===== src/rtl/sinc_uart_if.sv =====
// sinc_uart_if -- sample-in / UART-out signal bundle for sinc_uart_tx.
//
//   din      decimated filter word, valid while fbwclk=1
//   fbwclk   single-cycle sample strobe (clkdiv en[2])
//   ovr_clr  clears the sticky overrun flag
//   tx       UART serial line, idles high
//   busy     a frame is being shifted out
//   pend     holding buffer occupied
//   overrun  sticky: a sample was dropped
//
// master: the sample source / observer.  slave: the UART serialiser.
`timescale 1ns/1ps
interface sinc_uart_if #(
    parameter int DW = 16
);
    logic [DW-1:0] din;
    logic          fbwclk;
    logic          ovr_clr;
    logic          tx;
    logic          busy;
    logic          pend;
    logic          overrun;

    modport master (
        output din, fbwclk, ovr_clr,
        input  tx, busy, pend, overrun
    );

    modport slave (
        input  din, fbwclk, ovr_clr,
        output tx, busy, pend, overrun
    );
endinterface


===== src/rtl/sinc_uart_tx.sv =====
// sinc_uart_tx -- serialises decimated sinc filter words as 8N1 UART bytes.
//
// Each 16-bit sample captured on fbwclk is sent MSB byte first; every byte is
// start bit, 8 data bits LSB first, stop bit, each CLKS_PER_BIT clocks long.
// Bytes of one frame, and consecutive frames, follow without idle gap.
// A one-entry holding register absorbs a sample arriving mid-frame; a sample
// arriving while that register is full is dropped and sets sticky overrun.
//
// Optional build macro SINC_UART_SYNC_EN: prefix every frame with 0xA5 so
// the host can resynchronise (3-byte frames).
//
// Ports:
//   clk    system clock
//   rst_n  asynchronous active-low reset
//   bus    sinc_uart_if.slave (din, fbwclk, ovr_clr, tx, busy, pend, overrun)
`timescale 1ns/1ps
module sinc_uart_tx #(
    parameter int CLKS_PER_BIT = 434,
    parameter int DW           = 16
) (
    input  logic        clk,
    input  logic        rst_n,
    sinc_uart_if.slave  bus
);

    localparam int              BCW       = (CLKS_PER_BIT > 1) ? $clog2(CLKS_PER_BIT) : 1;
    localparam logic [BCW-1:0]  BAUD_LAST = BCW'(CLKS_PER_BIT - 1);
`ifdef SINC_UART_SYNC_EN
    localparam logic [1:0]      LAST_BYTE = 2'd2;
`else
    localparam logic [1:0]      LAST_BYTE = 2'd1;
`endif

    typedef enum logic [1:0] {IDLE, START, DATA, STOP} state_t;

    state_t          state_q, state_d;
    logic [BCW-1:0]  baud_q, baud_d;
    logic [2:0]      bit_q, bit_d;
    logic [1:0]      byte_q, byte_d;
    logic [DW-1:0]   word_q, word_d;
    logic [DW-1:0]   hold_q, hold_d;
    logic            pend_q, pend_d;
    logic            ovr_q, ovr_d;
    logic            tx_q, tx_d;
    logic            busy_q, busy_d;

    logic            baud_tick;
    logic            take_din;
    logic            take_hold;
    logic            capture;
    logic [7:0]      cur_byte;

    function automatic logic [7:0] byte_sel(input logic [1:0] idx, input logic [DW-1:0] w);
`ifdef SINC_UART_SYNC_EN
        case (idx)
            2'd0:    return 8'hA5;
            2'd1:    return w[15:8];
            default: return w[7:0];
        endcase
`else
        return (idx == 2'd0) ? w[15:8] : w[7:0];
`endif
    endfunction

    always_comb begin
        state_d   = state_q;
        baud_d    = baud_q;
        bit_d     = bit_q;
        byte_d    = byte_q;
        word_d    = word_q;
        hold_d    = hold_q;
        pend_d    = pend_q;
        ovr_d     = ovr_q;
        take_din  = 1'b0;
        take_hold = 1'b0;
        baud_tick = (baud_q == BAUD_LAST);

        case (state_q)
            IDLE: begin
                // Older buffered sample goes first so ordering is preserved.
                if (pend_q)           take_hold = 1'b1;
                else if (bus.fbwclk)  take_din  = 1'b1;
            end
            START: begin
                if (baud_tick) begin
                    state_d = DATA;
                    bit_d   = 3'd0;
                end
            end
            DATA: begin
                if (baud_tick) begin
                    if (bit_q == 3'd7) state_d = STOP;
                    else               bit_d   = bit_q + 3'd1;
                end
            end
            STOP: begin
                if (baud_tick) begin
                    if (byte_q != LAST_BYTE) begin
                        byte_d  = byte_q + 2'd1;
                        state_d = START;
                    end else if (pend_q) begin
                        take_hold = 1'b1;
                    end else if (bus.fbwclk) begin
                        // A strobe on the final stop cycle starts the next
                        // frame directly instead of parking in the buffer.
                        take_din = 1'b1;
                    end else begin
                        state_d = IDLE;
                    end
                end
            end
            default: state_d = IDLE;
        endcase

        // Bit timing restarts from zero at every START entry and every tick,
        // so boundaries are exact multiples of CLKS_PER_BIT.
        baud_d = (state_q == IDLE || baud_tick) ? '0 : baud_q + BCW'(1);

        if (take_din || take_hold) begin
            state_d = START;
            byte_d  = 2'd0;
            word_d  = take_hold ? hold_q : bus.din;
        end

        // Holding buffer: a slot freed this cycle may be refilled this cycle.
        capture = bus.fbwclk && !take_din;
        if (capture) begin
            if (!pend_q || take_hold) begin
                hold_d = bus.din;
                pend_d = 1'b1;
            end
        end else if (take_hold) begin
            pend_d = 1'b0;
        end

        if (capture && pend_q && !take_hold) ovr_d = 1'b1;
        else if (bus.ovr_clr)                ovr_d = 1'b0;

        cur_byte = byte_sel(byte_d, word_d);
        case (state_d)
            START:   tx_d = 1'b0;
            DATA:    tx_d = cur_byte[bit_d];
            default: tx_d = 1'b1;
        endcase
        busy_d = (state_d != IDLE);
    end

    always_ff @(posedge clk or negedge rst_n) begin
        if (!rst_n) begin
            state_q <= IDLE;
            baud_q  <= '0;
            bit_q   <= '0;
            byte_q  <= '0;
            word_q  <= '0;
            hold_q  <= '0;
            pend_q  <= 1'b0;
            ovr_q   <= 1'b0;
            tx_q    <= 1'b1;
            busy_q  <= 1'b0;
        end else begin
            state_q <= state_d;
            baud_q  <= baud_d;
            bit_q   <= bit_d;
            byte_q  <= byte_d;
            word_q  <= word_d;
            hold_q  <= hold_d;
            pend_q  <= pend_d;
            ovr_q   <= ovr_d;
            tx_q    <= tx_d;
            busy_q  <= busy_d;
        end
    end

    assign bus.tx      = tx_q;
    assign bus.busy    = busy_q;
    assign bus.pend    = pend_q;
    assign bus.overrun = ovr_q;

endmodule

===== src/flat_wrapper.sv =====
// flat-port wrapper written by rule: the top's interface ports become plain ports
module sinc_uart_tx_flat 
#(
    parameter int CLKS_PER_BIT = 434,
    parameter int DW           = 16
)
  (clk, rst_n, bus_din, bus_fbwclk, bus_ovr_clr, bus_tx, bus_busy, bus_pend, bus_overrun);
  sinc_uart_if #(.DW(DW)) bus_i ();
  input  logic clk;
  input  logic rst_n;
  input wire logic [$bits(bus_i.din)-1:0] bus_din;
  input wire logic [$bits(bus_i.fbwclk)-1:0] bus_fbwclk;
  input wire logic [$bits(bus_i.ovr_clr)-1:0] bus_ovr_clr;
  output wire logic [$bits(bus_i.tx)-1:0] bus_tx;
  output wire logic [$bits(bus_i.busy)-1:0] bus_busy;
  output wire logic [$bits(bus_i.pend)-1:0] bus_pend;
  output wire logic [$bits(bus_i.overrun)-1:0] bus_overrun;
  assign bus_i.din = bus_din;
  assign bus_i.fbwclk = bus_fbwclk;
  assign bus_i.ovr_clr = bus_ovr_clr;
  assign bus_tx = bus_i.tx;
  assign bus_busy = bus_i.busy;
  assign bus_pend = bus_i.pend;
  assign bus_overrun = bus_i.overrun;
  sinc_uart_tx #(.CLKS_PER_BIT(CLKS_PER_BIT), .DW(DW)) u_core (.clk(clk), .rst_n(rst_n), .bus(bus_i));
endmodule

===== config.mk =====
export PLATFORM = sky130hd
export DESIGN_NAME = sinc_uart_tx_flat
export DESIGN_NICKNAME = d
export VERILOG_FILES = /design/src/rtl/sinc_uart_if.sv /design/src/rtl/sinc_uart_tx.sv /design/src/flat_wrapper.sv
export SDC_FILE = /design/constraint.sdc
export NUM_CORES = 1
export LEC_CHECK = 0
export ABC_CLOCK_PERIOD_IN_PS = 4000
export CORE_MARGIN = 1.5
export CORE_UTILIZATION = 36
export DETAILED_ROUTE_END_ITERATION = 16
export HOLD_SLACK_MARGIN = 0.1
export PLACE_DENSITY = 0.53
export SLEW_MARGIN = 20
export SYNTH_ARGS = -nofsm -noshare
export SYNTH_HDL_FRONTEND = slang
export SYNTH_SLANG_ARGS = --single-unit

===== constraint.sdc =====
create_clock -name clk -period 4 [get_ports clk]
set_input_delay 0.8 -clock clk [delete_from_list [all_inputs] [get_ports clk]]
set_output_delay 0.8 -clock clk [all_outputs]
set_load 0.05 [all_outputs]

; ---- Word level (Yosys, flattened, before mapping)
; Cells that the tools add are included.
[totals]
register_bits = 52
input_bits = 20
output_inout_bits = 4
word_cells = 77
[op_classes]
addsub = 3
magnitude_cmp = 1
n_eq_ne = 9
muxes = 38
reduce_logical = 16
[op_table]
columns = operator, n
row1 = $mux W16, 2
row2 = $mux W2, 12
row3 = $mux W1, 13
row4 = $add A9 B1 Y9 const B, 1
row5 = $eq A9 B9 Y1 const B, 1
row6 = $mux W3, 3
row7 = $mux W9, 1
row8 = $mux W8, 1
row9 = $eq A2 B2 Y1 const B, 3
row10 = $pmux W1 S2, 3
row11 = $pmux W2 S3, 1
row12 = $pmux W3 S2, 1
row13 = $reduce_bool A2 Y1, 3
row14 = $eq A2 B1 Y1 const B, 2
row15 = $logic_not A2 Y1, 2
row16 = $lt A3 B4 Y1 const B, 1
row17 = $reduce_and A2 Y1, 2
row18 = $add A3 B1 Y3 const B, 1
row19 = $bmux W1 S3, 1
row20 = $eq A3 B3 Y1 const B, 1
row21 = $logic_and A1 B1 Y1, 3
row22 = $logic_not A1 Y1, 3
row23 = $logic_or A1 B1 Y1, 3
row24 = $add A2 B1 Y2 const B, 1
row25 = other kinds (2), 2

; ---- Logic depth before layout (Yosys ltp)
[depth]
word_depth = 12
ltp_mapped = 11

; ---- Least setup slack after synthesis
; No wires, ideal clock.
[synth_path]
path_type = register to register
startpoint = register u_core.baud_q[3]
endpoint = register u_core.hold_q[0]
setup_time_ns = 0.125
arrival_ns = 2.477
slack_ns = 1.398
path_stages_with_launch = 7
path_buffers = 1
synth_period_minus_slack_ns = 2.602
cell_sequence = dfrtp_1 or4b_4 o41ai_4 nor2_1 o21ai_2 buf_4 mux2_2
[synth_via]
elab_chain_cells = 6
elab_cells_between_ends = 9
cone_classes = eq/ne (1) / mux (4) / reduce/logical (4)
[synth_rtl]
columns = element, line
row1 = "start, declared", sinc_uart_tx.sv:37  ; logic [BCW-1:0] baud_q, baud_d;
row2 = "start signal, assigned", sinc_uart_tx.sv:162  ; baud_q <= baud_d;
row3 = $eq A9 B9 Y1 (*), sinc_uart_tx.sv:76  ; baud_tick = (baud_q == BAUD_LAST);
row4 = $mux W1, sinc_uart_tx.sv:97  ; if (baud_tick) begin
row5 = $pmux W1 S2, sinc_uart_tx.sv:78  ; case (state_q)
row6 = $logic_not A1 Y1, sinc_uart_tx.sv:126  ; capture = bus.fbwclk && !take_din;
row7 = $logic_and A1 B1 Y1, sinc_uart_tx.sv:126
row8 = $reduce_and A2 Y1 (no source line) (*), n/a
row9 = "end signal, assigned", sinc_uart_tx.sv:166  ; hold_q <= hold_d;
row10 = "end, declared", sinc_uart_tx.sv:41  ; logic [DW-1:0] hold_q, hold_d;
; Mark *: on every way between the ends. The rest lies on a longest branch, timed or not.
; A chain may end at the register's enable or synchronous reset.

; ---- Worst setup path after layout
[layout_path]
startpoint = register u_core.baud_q[3]
endpoint = register u_core.tx_q, in the netlist u_core.bus.tx
[layout_via]
elab_chain_cells = 10
elab_cells_between_ends = 26
cone_classes = eq/ne (3) / mux (21) / reduce/logical (2)
[layout_rtl]
columns = element, line
row1 = $eq A9 B9 Y1 (*), sinc_uart_tx.sv:76
row2 = $mux W1, sinc_uart_tx.sv:97
row3 = $pmux W1 S2, sinc_uart_tx.sv:78
row4 = $logic_or A1 B1 Y1, sinc_uart_tx.sv:119  ; if (take_din || take_hold) begin
row5 = $mux W2, sinc_uart_tx.sv:119
row6 = $logic_not A2 Y1, sinc_uart_tx.sv:61  ; return (idx == 2'd0) ? w[15:8] : w[7:0];
row7 = $mux W8, sinc_uart_tx.sv:61
row8 = $bmux W1 S3, sinc_uart_tx.sv:142  ; DATA: tx_d = cur_byte[bit_d];
row9 = $mux W1 (not written as such), sinc_uart_tx.sv:142
row10 = $pmux W1 S2 (*), sinc_uart_tx.sv:140  ; case (state_d)
row11 = via u_core.tx_d, sinc_uart_tx.sv:44  ; logic tx_q, tx_d;
row12 = "end signal, assigned", sinc_uart_tx.sv:169  ; tx_q <= tx_d;
row13 = "end, declared", sinc_uart_tx.sv:44
; Mark *: on every way through the listed nets, which the timed path passes. The rest lies on a longest branch. The select of a mux whose other input is x is not followed.

==> results.sh <==
export IMPL_clk_root_buffer_cell="clkbuf_8"
export IMPL_p_leak_uw=0.00138
export IMPL_grt_setup_unrepaired="false"
export IMPL_p_per_area_nw_per_um2=303
export IMPL_maxCapViolCount=0
export IMPL_synth_seq_cells=52
export IMPL_min_period_over_period_pct=73.2
export IMPL_drc_errors=0
export IMPL_drt_iter0_markers=67
export IMPL_port_buffers=23
export IMPL_hold_class="reg -> reg"
export IMPL_peakVddDrop_mv=0.144
export IMPL_diodes=0
export IMPL_clockBufferDepth=2
export IMPL_utilization_pct=43.6
export IMPL_grt_pass1_vias=2141
export IMPL_start_kind="flop"
export IMPL_hold_ws_ns=0.486
export IMPL_slew_headroom_pct=57.0
export IMPL_period_minus_slack_ns=2.93
export IMPL_die_h_um=91.2
export IMPL_slowest_stage="or4b_4"
export IMPL_grt_usage_pct=16.3
export IMPL_cp_cell_sequence="or4b_4 -> o41ai_4 -> buf_4 -> nand2_4 -> mux2i_1 -> o311ai_1 -> nor3_1 -> nor4_1 -> o31a_1"
export IMPL_yosys_warnings=0
export IMPL_cp_slowest_stage_delay_ns=0.60
export IMPL_clkSlewWorstSetupHoldPaths_ns=0.11
export IMPL_cts_buffers=5
export IMPL_status="completed"
export IMPL_syn_num_nets=313
export IMPL_cp_end_kind="flop"
export IMPL_drt_total_wl_um=6330
export IMPL_vias=2218
export IMPL_synth_cell_types=52
export IMPL_finalMaxSlewViolations=0
export IMPL_synth_edf_count=0
export IMPL_ys_flop_type="dfrtp_1"
export IMPL_wire_per_inst_um=15.5
export IMPL_cp_required_ns=4.26
export IMPL_cts_tree="done"
export IMPL_via_per_inst=5.44
export IMPL_layout_setup_ws_ns=1.07
export IMPL_critical_path_class="reg -> reg"
export IMPL_syn_to_final_growth_pct=15.2
export IMPL_synth_area_per_cell_um2=9.80
export IMPL_dp_cells=400
export IMPL_num_rows=31
export IMPL_place_congestion=0.875
export IMPL_antenna_found_initial=0
export IMPL_cts_sinks=52
export IMPL_grt_pass1_wl_um=11000
export IMPL_dp_hpwl_um=4470
export IMPL_grt_ovfl_total=0
export IMPL_pin_count=24
export IMPL_clock_fmax_ghz=0.342
export IMPL_synthCells=286
export IMPL_htree_levels=2
export IMPL_tns_ns=0
export IMPL_finClkSkew_ns=0.0129
export IMPL_worst_pin_slew_ns=0.646
export IMPL_synth_async_reset_ratio_pct=100
export IMPL_postRouteAntennaNets=0
export IMPL_cts_hold_buf=0
export IMPL_setup_viol=0
export IMPL_pre_cts_ws_ns=0.900
export IMPL_hold_viol_final=0
export IMPL_final_layout_size_suffix_gt1_share_pct=14.6
export IMPL_grt_max_degree=29
export IMPL_synth_cell_area_um2=2800
export IMPL_worst_endpoint_arrival_ns=3.19
export IMPL_critical_path_max_fanout=16
export IMPL_dieArea_um2=8320
export IMPL_die_w_um=91.2
export IMPL_seq_area_frac_synth_pct=46.5
export IMPL_insertion_delay_ns=0.32
export IMPL_layout_nets=335
export IMPL_final_cells=408
export IMPL_first_pass_iters=4
export IMPL_final_common_cell="dfrtp_1"
export IMPL_start_util_pct=37.8
export IMPL_core_um2=7410
export IMPL_ctsResizeCount=0
export IMPL_post_cts_setup_buffer_count=0
export IMPL_final_cell_mix="51 x dfrtp_1, 33 x nand2_1, 28 x nor2_1"
## logic make-up after synthesis
logic type	synth area share, %
compound gates	18.3
xor+xnor	1.88
fa+ha+maj	3.48
buf+inv	3.57
flops	46.5
mux	9.29
simple gates	17.0
## stage by stage
step / total power [uW] / cell area, um^2
final: 979 / 3230
after global routing: 1020 / 3230
after CTS: 995 / 3230
after detailed placement: 659 / 3130
after global placement: 658 / 3130
after floorplan: 613 / 2800
## layer usage
metal  GRT usage [%]  routed length (um)  vias to the layer above  part of all wire (%)
li1                -                   -                     1079                     -
met1            23.6                3170                     1078                    50
met2            24.4                2820                       50                    45
met3            2.76                 230                       11                   3.6
met4            5.60                 105                        0                   1.7
met5               0                   0                        -                     0
## registers in the layout, summed over array words and instances, names as in the netlist
name	count
u_core.hold_q	16
u_core.bus.overrun	1
u_core.word_q	16
u_core.baud_q	9
u_core.state_q	2
u_core.bus.pend	1
u_core.bus.tx	1
u_core.bit_q	3
u_core.bus.busy	1
u_core.byte_q	2
## worst max-delay path, delay by kind of cell (launching register included)
kind / cells / cell delay (ns)
and+or+nand+nor: 4 / 1.07
DFF: 1 / 0.46
muxes: 1 / 0.31
buffers and inverters: 1 / 0.28
AOI/OAI and AO/OA: 3 / 0.75
## worst paths after layout
| check | startpoint | to | slack (ns) | cells past startpoint |
|---|---|---|---|---|
| setup reg to reg | u_core.baud_q[3]$_DFF_PN0_ | u_core.bus.tx$_DFF_PN1_ | 1.07 | 9 |
| hold reg to reg | u_core.baud_q[0]$_DFF_PN0_ | u_core.baud_q[0]$_DFF_PN0_ | 0.49 | 1 |
| min in group asynchronous | rst_n | u_core.hold_q[1]$_DFFE_PN0P_ | 0.50 | 1 |
| max in group asynchronous | rst_n | u_core.bus.tx$_DFF_PN1_ | 2.69 | 2 |
| setup / recovery | u_core.baud_q[3]$_DFF_PN0_ | u_core.bus.tx$_DFF_PN1_ | 1.07 | 9 |
| hold / removal | u_core.baud_q[0]$_DFF_PN0_ | u_core.baud_q[0]$_DFF_PN0_ | 0.49 | 1 |
## cell usage after synthesis (4+ instances only)
| library cell | n | area [um^2] |
|---|---|---|
| nand2_1 | 33 | 124 |
| o22ai_1 | 14 | 87.6 |
| mux2_2 | 16 | 180 |
| clkbuf_1 | 9 | 33.8 |
| dfrtp_1 | 51 | 1280 |
| nor3_1 | 6 | 30.0 |
| nor2_1 | 28 | 105 |
| a21oi_1 | 15 | 75.1 |
| mux2i_1 | 8 | 80.1 |
| ha_1 | 7 | 87.6 |
| and3_1 | 4 | 25.0 |
| a31oi_1 | 9 | 56.3 |
| inv_1 | 8 | 30.0 |
| o21ai_0 | 15 | 75.1 |
| nand3_1 | 7 | 35.0 |
| a221oi_1 | 5 | 43.8 |
| nand2b_1 | 5 | 31.3 |
## power by group
group	switching, uW	total [uW]	internal (uW)
Clock	199	332	133
Combinational	37.7	82.4	44.7
Sequential	15.8	565	549
## layout make-up
class / instances / area [um^2]
clock buffers: 5 / 68.8
clock inverters: 3 / 28.8
fillers: 721 / 4180
inverters: 10 / 37.5
multi-input cells: 211 / 1400
flip-flops and latches: 52 / 1300
well taps: 99 / 124
repair buffers: 28 / 263
(Power assumes the default switching activity.)
